[config.mk]
export PLATFORM = sky130hd
export DESIGN_NAME = audio_nios_onchip_mem_arbiter_flat
export DESIGN_NICKNAME = d
export VERILOG_FILES = /design/src/rtl/audio_nios_onchip_mem_arbiter_if.sv /design/src/rtl/audio_nios_onchip_mem_arbiter.sv /design/src/flat_wrapper.sv
export SDC_FILE = /design/constraint.sdc
export NUM_CORES = 1
export LEC_CHECK = 0
export ABC_AREA = 0
export CAP_MARGIN = 20
export CORE_AREA = 2 2 104 106
export CTS_CLUSTER_DIAMETER = 200
export DETAILED_ROUTE_END_ITERATION = 8
export DIE_AREA = 0 0 106 108
export PLACE_DENSITY = 0.66
export SYNTH_ARGS = -nofsm -noshare
export SYNTH_HDL_FRONTEND = slang
export SYNTH_SLANG_ARGS = --single-unit
[constraint.sdc]
create_clock -name clk -period 1.5 [get_ports clk]
set_clock_uncertainty 0.05 [all_clocks]
set_input_delay 0.15 -clock clk [delete_from_list [all_inputs] [get_ports clk]]
set_output_delay 0.15 -clock clk [all_outputs]
set_load 0.05 [all_outputs]
[src/rtl/audio_nios_onchip_mem_arbiter_if.sv]
// Avalon-MM master-side bundle for one arbiter port: request, write data, stall
// and pipelined read return.
interface audio_nios_onchip_mem_arbiter_if #(
  parameter int ADDR_W = 16,
  parameter int DATA_W = 32
);
  logic [ADDR_W-1:0]   address;
  logic [DATA_W/8-1:0] byteenable;
  logic                read;
  logic                write;
  logic [DATA_W-1:0]   writedata;
  logic                waitrequest;
  logic [DATA_W-1:0]   readdata;
  logic                readdatavalid;

  modport master (
    output address, byteenable, read, write, writedata,
    input  waitrequest, readdata, readdatavalid
  );

  modport slave (
    input  address, byteenable, read, write, writedata,
    output waitrequest, readdata, readdatavalid
  );
endinterface

[src/rtl/audio_nios_onchip_mem_arbiter.sv]
// Two-master arbiter (Nios data master = m0, audio DMA = m1) onto the single-port
// on-chip RAM. Round-robin by default; `define ARB_FIXED_PRIO_EN for audio-first priority.
module audio_nios_onchip_mem_arbiter #(
  parameter int ADDR_W       = 16,
  parameter int DATA_W       = 32,
  parameter int STARVE_LIMIT = 8
) (
  input  logic                clk,
  input  logic                reset,

  audio_nios_onchip_mem_arbiter_if.slave m0,
  audio_nios_onchip_mem_arbiter_if.slave m1,

  output logic [ADDR_W-1:0]   mem_address,
  output logic [DATA_W/8-1:0] mem_byteenable,
  output logic                mem_chipselect,
  output logic                mem_write,
  output logic [DATA_W-1:0]   mem_writedata,
  output logic                mem_clken,
  input  logic [DATA_W-1:0]   mem_readdata
);

  if (STARVE_LIMIT < 1 || STARVE_LIMIT > 255) begin : g_bad_starve_limit
    $error("audio_nios_onchip_mem_arbiter: STARVE_LIMIT must be 1..255");
  end

  if ((DATA_W % 8) != 0) begin : g_bad_data_w
    $error("audio_nios_onchip_mem_arbiter: DATA_W must be a multiple of 8");
  end

  typedef enum logic {
    PORT0 = 1'b0,
    PORT1 = 1'b1
  } port_e;

  logic       req0;
  logic       req1;
  logic       gnt0;
  logic       gnt1;
  logic [1:0] rd_owner_q;
  logic [1:0] rd_owner_d;

  assign req0 = m0.read | m0.write;
  assign req1 = m1.read | m1.write;

`ifdef ARB_FIXED_PRIO_EN
  localparam logic [7:0] STARVE_LIM_B = 8'(STARVE_LIMIT);

  logic [7:0] starve_q;
  logic [7:0] starve_d;
  logic       force0;

  assign force0 = (starve_q >= STARVE_LIM_B);

  always_comb begin
    gnt0 = req0 & (~req1 | force0);
    gnt1 = req1 & ~gnt0;
  end

  // Counts consecutive lost cycles of port 0; saturates so it can never wrap back to 0.
  always_comb begin
    starve_d = starve_q;
    if (!req0 || gnt0) begin
      starve_d = '0;
    end else if (starve_q != '1) begin
      starve_d = starve_q + 8'd1;
    end
  end

  always_ff @(posedge clk) begin
    if (reset) begin
      starve_q <= '0;
    end else begin
      starve_q <= starve_d;
    end
  end
`else
  port_e last_gnt_q;
  port_e last_gnt_d;

  always_comb begin
    gnt0 = req0 & (~req1 | (last_gnt_q == PORT1));
    gnt1 = req1 & ~gnt0;
  end

  always_comb begin
    last_gnt_d = last_gnt_q;
    if (gnt0) begin
      last_gnt_d = PORT0;
    end else if (gnt1) begin
      last_gnt_d = PORT1;
    end
  end

  always_ff @(posedge clk) begin
    if (reset) begin
      last_gnt_q <= PORT1;
    end else begin
      last_gnt_q <= last_gnt_d;
    end
  end
`endif

  logic                sel_write;
  logic [DATA_W/8-1:0] sel_be;

  // With no grant the mux falls through to port 0; only chipselect/write qualify it.
  always_comb begin
    if (gnt1) begin
      mem_address   = m1.address;
      mem_writedata = m1.writedata;
      sel_write     = m1.write;
      sel_be        = m1.byteenable;
    end else begin
      mem_address   = m0.address;
      mem_writedata = m0.writedata;
      sel_write     = m0.write;
      sel_be        = m0.byteenable;
    end
  end

  assign mem_chipselect = gnt0 | gnt1;
  assign mem_write      = mem_chipselect & sel_write;
  assign mem_byteenable = sel_write ? sel_be : '1;
  assign mem_clken      = 1'b1;

  assign m0.waitrequest = req0 & ~gnt0;
  assign m1.waitrequest = req1 & ~gnt1;

  // A write wins over a simultaneous read, so only pure reads claim the return slot.
  assign rd_owner_d = {gnt1 & ~m1.write, gnt0 & ~m0.write};

  always_ff @(posedge clk) begin
    if (reset) begin
      rd_owner_q <= '0;
    end else begin
      rd_owner_q <= rd_owner_d;
    end
  end

  // Masking with reset drops a read granted the cycle before reset rose.
  assign m0.readdatavalid = rd_owner_q[0] & ~reset;
  assign m1.readdatavalid = rd_owner_q[1] & ~reset;
  assign m0.readdata      = mem_readdata;
  assign m1.readdata      = mem_readdata;

endmodule
[src/flat_wrapper.sv]
// flat-port wrapper written by rule: the top's interface ports become plain ports
module audio_nios_onchip_mem_arbiter_flat 
#(
  parameter int ADDR_W       = 16,
  parameter int DATA_W       = 32,
  parameter int STARVE_LIMIT = 8
)
  (clk, reset, mem_address, mem_byteenable, mem_chipselect, mem_write, mem_writedata, mem_clken, mem_readdata, m0_address, m0_byteenable, m0_read, m0_write, m0_writedata, m0_waitrequest, m0_readdata, m0_readdatavalid, m1_address, m1_byteenable, m1_read, m1_write, m1_writedata, m1_waitrequest, m1_readdata, m1_readdatavalid);
  audio_nios_onchip_mem_arbiter_if #(.ADDR_W(ADDR_W), .DATA_W(DATA_W)) m0_i ();
  audio_nios_onchip_mem_arbiter_if #(.ADDR_W(ADDR_W), .DATA_W(DATA_W)) m1_i ();
  input  logic clk;
  input  logic reset;
  output logic [ADDR_W-1:0] mem_address;
  output logic [DATA_W/8-1:0] mem_byteenable;
  output logic mem_chipselect;
  output logic mem_write;
  output logic [DATA_W-1:0] mem_writedata;
  output logic mem_clken;
  input  logic [DATA_W-1:0] mem_readdata;
  input wire logic [$bits(m0_i.address)-1:0] m0_address;
  input wire logic [$bits(m0_i.byteenable)-1:0] m0_byteenable;
  input wire logic [$bits(m0_i.read)-1:0] m0_read;
  input wire logic [$bits(m0_i.write)-1:0] m0_write;
  input wire logic [$bits(m0_i.writedata)-1:0] m0_writedata;
  output wire logic [$bits(m0_i.waitrequest)-1:0] m0_waitrequest;
  output wire logic [$bits(m0_i.readdata)-1:0] m0_readdata;
  output wire logic [$bits(m0_i.readdatavalid)-1:0] m0_readdatavalid;
  input wire logic [$bits(m1_i.address)-1:0] m1_address;
  input wire logic [$bits(m1_i.byteenable)-1:0] m1_byteenable;
  input wire logic [$bits(m1_i.read)-1:0] m1_read;
  input wire logic [$bits(m1_i.write)-1:0] m1_write;
  input wire logic [$bits(m1_i.writedata)-1:0] m1_writedata;
  output wire logic [$bits(m1_i.waitrequest)-1:0] m1_waitrequest;
  output wire logic [$bits(m1_i.readdata)-1:0] m1_readdata;
  output wire logic [$bits(m1_i.readdatavalid)-1:0] m1_readdatavalid;
  assign m0_i.address = m0_address;
  assign m0_i.byteenable = m0_byteenable;
  assign m0_i.read = m0_read;
  assign m0_i.write = m0_write;
  assign m0_i.writedata = m0_writedata;
  assign m0_waitrequest = m0_i.waitrequest;
  assign m0_readdata = m0_i.readdata;
  assign m0_readdatavalid = m0_i.readdatavalid;
  assign m1_i.address = m1_address;
  assign m1_i.byteenable = m1_byteenable;
  assign m1_i.read = m1_read;
  assign m1_i.write = m1_write;
  assign m1_i.writedata = m1_writedata;
  assign m1_waitrequest = m1_i.waitrequest;
  assign m1_readdata = m1_i.readdata;
  assign m1_readdatavalid = m1_i.readdatavalid;
  audio_nios_onchip_mem_arbiter #(.ADDR_W(ADDR_W), .DATA_W(DATA_W), .STARVE_LIMIT(STARVE_LIMIT)) u_core (.clk(clk), .reset(reset), .m0(m0_i), .m1(m1_i), .mem_address(mem_address), .mem_byteenable(mem_byteenable), .mem_chipselect(mem_chipselect), .mem_write(mem_write), .mem_writedata(mem_writedata), .mem_clken(mem_clken), .mem_readdata(mem_readdata));
endmodule
==> reports/results.tsv, run 1 <==
metric	value	unit
Final Slew Violations	0	
Worst-Skew Late Latency	0.22	ns
post-synthesis xor/xnor area fraction	0	%
Area after DPL	2740	um^2
CP Cell Sequence	o21ai_4 > o21ai_4 > buf_12 > clkbuf_16 > mux2_4 > buf_6	
max_cap viols	0	
Starting DRT DRC Count	30	
Die ar.	11400	um^2
crit path capture type	output pin	
max frequency	581	MHz
vias in the first global route	1669	
Routed wire per std cell	15.8	um
die height	108	um
GR Overflow Total	0	
hold path depth	0	
commonest cells after routing, fill and taps aside	105 x clkdlybuf4s50_1, 48 x mux2_4, 30 x buf_8	
Crit. path cell count	6	
DRC violations left	0	
maximum clock insertion buffer count	2	
outcome	finished, violations left	
post-route setup slack	-0.220	ns
Synth Area in Adders	0	%
Leak	1.54	nW
Post-Syn Area per Cell	9.37	um^2
vias per std cell	3.79	
Yosys warnings	0	
Top Ports	265	
Synth Register Bits	3	
CTS clk-pin slew, worst paths	0.03	ns
Power, Total	2.24	mW
reg2reg path depth	4	
Final setup viols	52	
final period utilization	115	%
Buf/Inv on CP	3	
Mapped Nets	285	
first-pass GRT wire length	8.47	mm
final instance area	3430	um^2
Synth Area in Compound Gates	4.95	%
diodes inserted	0	
final worst path period need	1.72	ns
Hold-fix buffers, CTS	0	
sequential share of the synthesized area	4.48	%
peak supply drop	313	uV
CTS Buf Count	3	
Root Buffer	clkbuf_8	
Vias	1521	
Crit Path Class	register to output pin	
initial antenna violation count	0	
RSZ-0062 raised after global routing	yes	
most used cell, CP	o21ai_4	
Syn Std Cell Area	1340	um^2
Critical Path RT	1.30	ns
crit path max fanout	7	
synthesis-to-finish area growth	156	%
Syn Inst Count	143	
slowest stage delay, CP	0.34	ns
Core Box Area	10200	um^2
Final Hold Vio Count	0	
Critical Path Source Type	register	
Power Dens Cells	654	nW/um^2
number of routed nets with antenna violations	0	
mux contribution to synthesized area	45.9	%
H-tree depth	1	
Post-Route WL	6.34	mm
slowest CP cell	dfxtp_2	
starting density of the core	13.1	%
Layout Nets	408	
post-DP HPWL	4.74	mm
simple logic cell fraction of the synthesized area	4.67	%
Sink Count	3	
Synth cell types	17	
GRT Resource Usage Total	9.73	%
largest family of logic cells by synthesized area	multiplexers	
largest net degree at the start of global routing	15	
1st-pass router iterations	3	
endpoint arrival time on the critical path	1.52	ns
port buffer count	167	
routability congestion estimate	0.766	
layout cell share with drive strength beyond 1	52.1	%
Die X	106	um
worst slack at placement	-0.401	ns
row count	37	
CTS tree	yes	
commonest non-fill, non-tap cell in the layout	clkdlybuf4s50_1	
worst hold path type	primary input to output pin	
failing checks	negative setup slack	
delay-heaviest family, CP	buffers and inverters	
-- final timing paths --
kind | slack (ns) | from | end
max reg2reg | 0.47 | u_core.last_gnt_q | u_core.last_gnt_q
max | -0.22 | u_core.last_gnt_q | mem_address[0]
min reg2reg | 0.64 | u_core.last_gnt_q | u_core.rd_owner_q[1]
min | 0.25 | mem_readdata[6] | m1_readdata[6]
-- metal layers --
layer  global-route usage (%)  vias up  share of wire [%]  wire (um)
li1                         -      667                  -          -
met1                     8.23      682                 29       1860
met2                     19.5      162                 55       3490
met3                     5.79       10                 15        943
met4                     1.88        0               0.87         55
met5                        0        -                  0          0
-- worst reg2reg max path: cells and delay by family, from the launching register on --
kind / cells / cell delay (ns)
buf+inv: 2 / 0.22
flops: 1 / 0.34
compound gates: 1 / 0.25
simple gates: 1 / 0.05
-- stage by stage --
step,util (%),hold slack (ns),std cells,TNS [ns]
after global placement,26.8,0.251,387,-17.17
after detailed placement,26.8,0.251,387,-18.16
final,33.5,0.250,401,-9.65
after CTS,30.3,0.251,395,-9.19
after floorplan,-,0.177,143,0
after global routing,33.5,0.250,401,-12.23
-- repair_timing --
| item | in CTS | in global routing |
|---|---|---|
| setup endpoints to repair | 56 | 52 |
| resized for setup | 71 | 57 |
| pin swaps | 3 | 7 |
| buffers inserted | 2 | 2 |
| gates cloned | 2 | 4 |
-- cells by family (layout without fill, tap and decap cells) --
logic type / after synthesis / after routing
AO/OA/AOI/OAI: 8 / 8
buffers and inverters: 70 / 192
flip-flops: 3 / 3
multiplexers: 48 / 48
other: 1 / 1
AND/OR/NAND/NOR: 13 / 13
-- sequential cells by signal (all words and copies together) (netlist names) --
| name | flops |
|---|---|
| u_core.last_gnt_q | 1 |
| u_core.rd_owner_q | 2 |
-- synthesized netlist by cell type --
library cell	n	area share [%]
and3_1	1	0.47
buf_4	65	36
nand2_1	3	0.84
nor3_1	1	0.37
o22a_1	4	2.6
nor2b_1	2	0.93
a211o_1	1	0.65
nor4b_1	1	0.65
dfxtp_1	3	4.5
conb_1	1	0.28
buf_2	2	0.75
o21ai_0	1	0.37
nor2_1	5	1.4
buf_6	3	2.5
mux2_2	28	24
mux2_4	20	22
o21ai_2	2	1.3
-- report_power, final --
group	total (mW)	switching [mW]	internal [mW]	leakage (nW)
Clock	0.241	0.0596	0.182	0.0228
Combinational	1.91	0.904	1.01	1.49
Sequential	0.0882	0.00284	0.0853	0.0245
-- final cells by class --
type                       count  area [um^2]
multi-input combinational     70          903
timing repair buffer         188         2250
tap                          136          170
sequential                     3         61.3
fill                        1022         6800
clock buffer                   4         45.0
No activity file was read; power rests on OpenSTA's default activity.
==> inputs of run 2 (changes only) <==
CELL_PAD_IN_SITES_DETAIL_PLACEMENT = 0   (was unset)
CELL_PAD_IN_SITES_GLOBAL_PLACEMENT = 2   (was unset)
CORE_AREA = unset   (was 2 2 104 106)
CORE_ASPECT_RATIO = 0.6   (was unset)
CORE_MARGIN = 2   (was unset)
CORE_UTILIZATION = 10   (was unset)
DIE_AREA = unset   (was 0 0 106 108)
PLACE_DENSITY = 0.95   (was 0.66)
==> run 2 against run 1 <==
Against the previous run:
- the run still ends with negative setup slack left
- count of clock-buffer cells in the layout did not move
- critical path depth unchanged
- utilization down 7.8 points
==> reports/results.tsv, run 2 (synthesized netlist as in run 1, its figures left out) <==
metric	value	unit
initial antenna violation count	0	
Reg2Reg Setup Slack	0.54	ns
vias per std cell	3.41	
Critical Path Source Type	register	
biggest regs	u_core.rd_owner_q x2, u_core.last_gnt_q x1	
row count	32	
Vias	1465	
die height	93.7	um
Hold Path End	u_core.rd_owner_q[0]	
Root Buffer	clkbuf_16	
crit path capture type	output pin	
endpoint arrival time on the critical path	1.52	ns
Final Hold Vio Count	0	
DRC violations left	0	
Sink Count	3	
hold path depth	2	
Die X	153	um
number of routed nets with antenna violations	0	
failing checks	negative setup slack	
final worst path period need	1.72	ns
1st-pass router iterations	4	
post-DP HPWL	5.17	mm
hold path start	m0_read	
GRT Resource Usage Total	7.94	%
post-route setup slack	-0.222	ns
Routed wire per std cell	15.1	um
diodes inserted	0	
worst hold path type	primary input to register	
peak supply drop	418	uV
Final Non-Filler Cells	429	
first-pass GRT wire length	9.03	mm
crit path max fanout	10	
GR Overflow Total	0	
Cells after DPL	419	
CTS tree	yes	
fill cell count	1367	
Hold-fix buffers, CTS	0	
Final setup viols	48	
maximum clock insertion buffer count	2	
layout cell share with drive strength beyond 1	51.0	%
Sequential Area	61.3	um^2
Die ar.	14400	um^2
worst r2r dst	u_core.last_gnt_q	
Crit Path Class	register to output pin	
starting density of the core	10.3	%
Worst-Skew Late Latency	0.22	ns
Area after DPL	2770	um^2
RSZ-0062 raised after global routing	yes	
Multi-input gate area	853	um^2
Final Slew Violations	0	
max FFs per register	2	
final period utilization	115	%
synthesis-to-finish area growth	150	%
commonest cells after routing, fill and taps aside	105 x clkdlybuf4s50_1, 39 x mux2_4, 29 x buf_6	
largest net degree at the start of global routing	11	
routability congestion estimate	0.757	
Reg with most FFs	u_core.rd_owner_q	
vias in the first global route	1650	
outcome	finished, violations left	
CTS clk-pin slew, worst paths	0.03	ns
Power Dens Cells	702	nW/um^2
CTS Buf Count	3	
Top Ports	265	
commonest non-fill, non-tap cell in the layout	clkdlybuf4s50_1	
Leak	1.46	nW
Starting DRT DRC Count	34	
Critical Path RT	1.30	ns
Layout Nets	402	
max_cap viols	0	
reg2reg start	u_core.last_gnt_q	
max frequency	581	MHz
reg2reg path depth	3	
final instance area	3350	um^2
port buffer count	167	
Core Box Area	13000	um^2
Post-Route WL	6.47	mm
H-tree depth	1	
[run 2: cell types whose count changed in the layout (fill, tap and decap cells not counted), moves of 2 or more]
cell / before / now
buf_16: 2 / 4
buf_4: 8 / 6
buf_6: 23 / 29
buf_8: 30 / 22
clkbuf_8: 3 / 0
mux2_2: 0 / 9
mux2_4: 48 / 39
[run 2: critical path, cell delays in order (launching register included)]
cell and delay [ns]:
dfxtp_2 0.34, o21ai_4 0.07, o21ai_4 0.09, buf_12 0.17, buf_16 0.15, mux2_4 0.32, buf_6 0.15
[run 2: area by class of cell]
type,count,share of cell area [%]
multi-input cells,70,25.5
well taps,170,6.36
repair buffers,182,63.9
flip-flops and latches,3,1.83
clock buffers,4,2.36
[run 2: power breakdown]
group          switching [mW]  internal, mW  leakage, nW  total [mW]
clock                  0.0658         0.350       0.0382       0.416
combinational           0.898         0.947         1.39        1.84
sequential            0.00267        0.0854       0.0245      0.0881
[run 2: metrics by stage]
stage          setup slack (ns)  utilization [%]  setup TNS [ns]  hold WS (ns)  power (mW)
2_1_floorplan            0.0330                -               0         0.177        1.42
3_3_place_gp             -0.386             21.3          -19.06         0.250        1.61
3_5_place_dp             -0.407             21.3          -20.44         0.250        1.62
4_1_cts                  -0.235             25.4          -10.06         0.250        2.33
5_1_grt                  -0.280             25.8          -12.09         0.219        2.43
6_report                 -0.222             25.8           -8.99         0.206        2.35
[run 2: routing by layer]
| layer | GRT usage, % | routed length [um] | vias up |
|---|---|---|---|
| li1 | - | - | 663 |
| met1 | 9.92 | 2520 | 664 |
| met2 | 12.7 | 3170 | 134 |
| met3 | 4.24 | 757 | 4 |
| met4 | 0.459 | 17 | 0 |
| met5 | 0 | 0 | - |
[run 2: worst max-delay path by stage]
stage,slack [ns],end,start,depth (start not counted)
floorplan,0.03,mem_writedata[11],u_core.last_gnt_q,5
global placement,-0.39,mem_writedata[18],m0_write,6
detailed placement,-0.41,mem_writedata[26],m1_write,5
CTS,-0.23,mem_address[10],u_core.last_gnt_q,6
global route,-0.28,mem_writedata[12],u_core.last_gnt_q,6
finish,-0.22,mem_writedata[12],u_core.last_gnt_q,6
[run 2: what timing repair did]
item / 4_1_cts / 5_1_grt
cloned: 3 / 1
resized for setup: 98 / 14
pin swaps: 4 / 3
buffers inserted: 3 / 0
endpoints found under the setup margin: 56 / 52
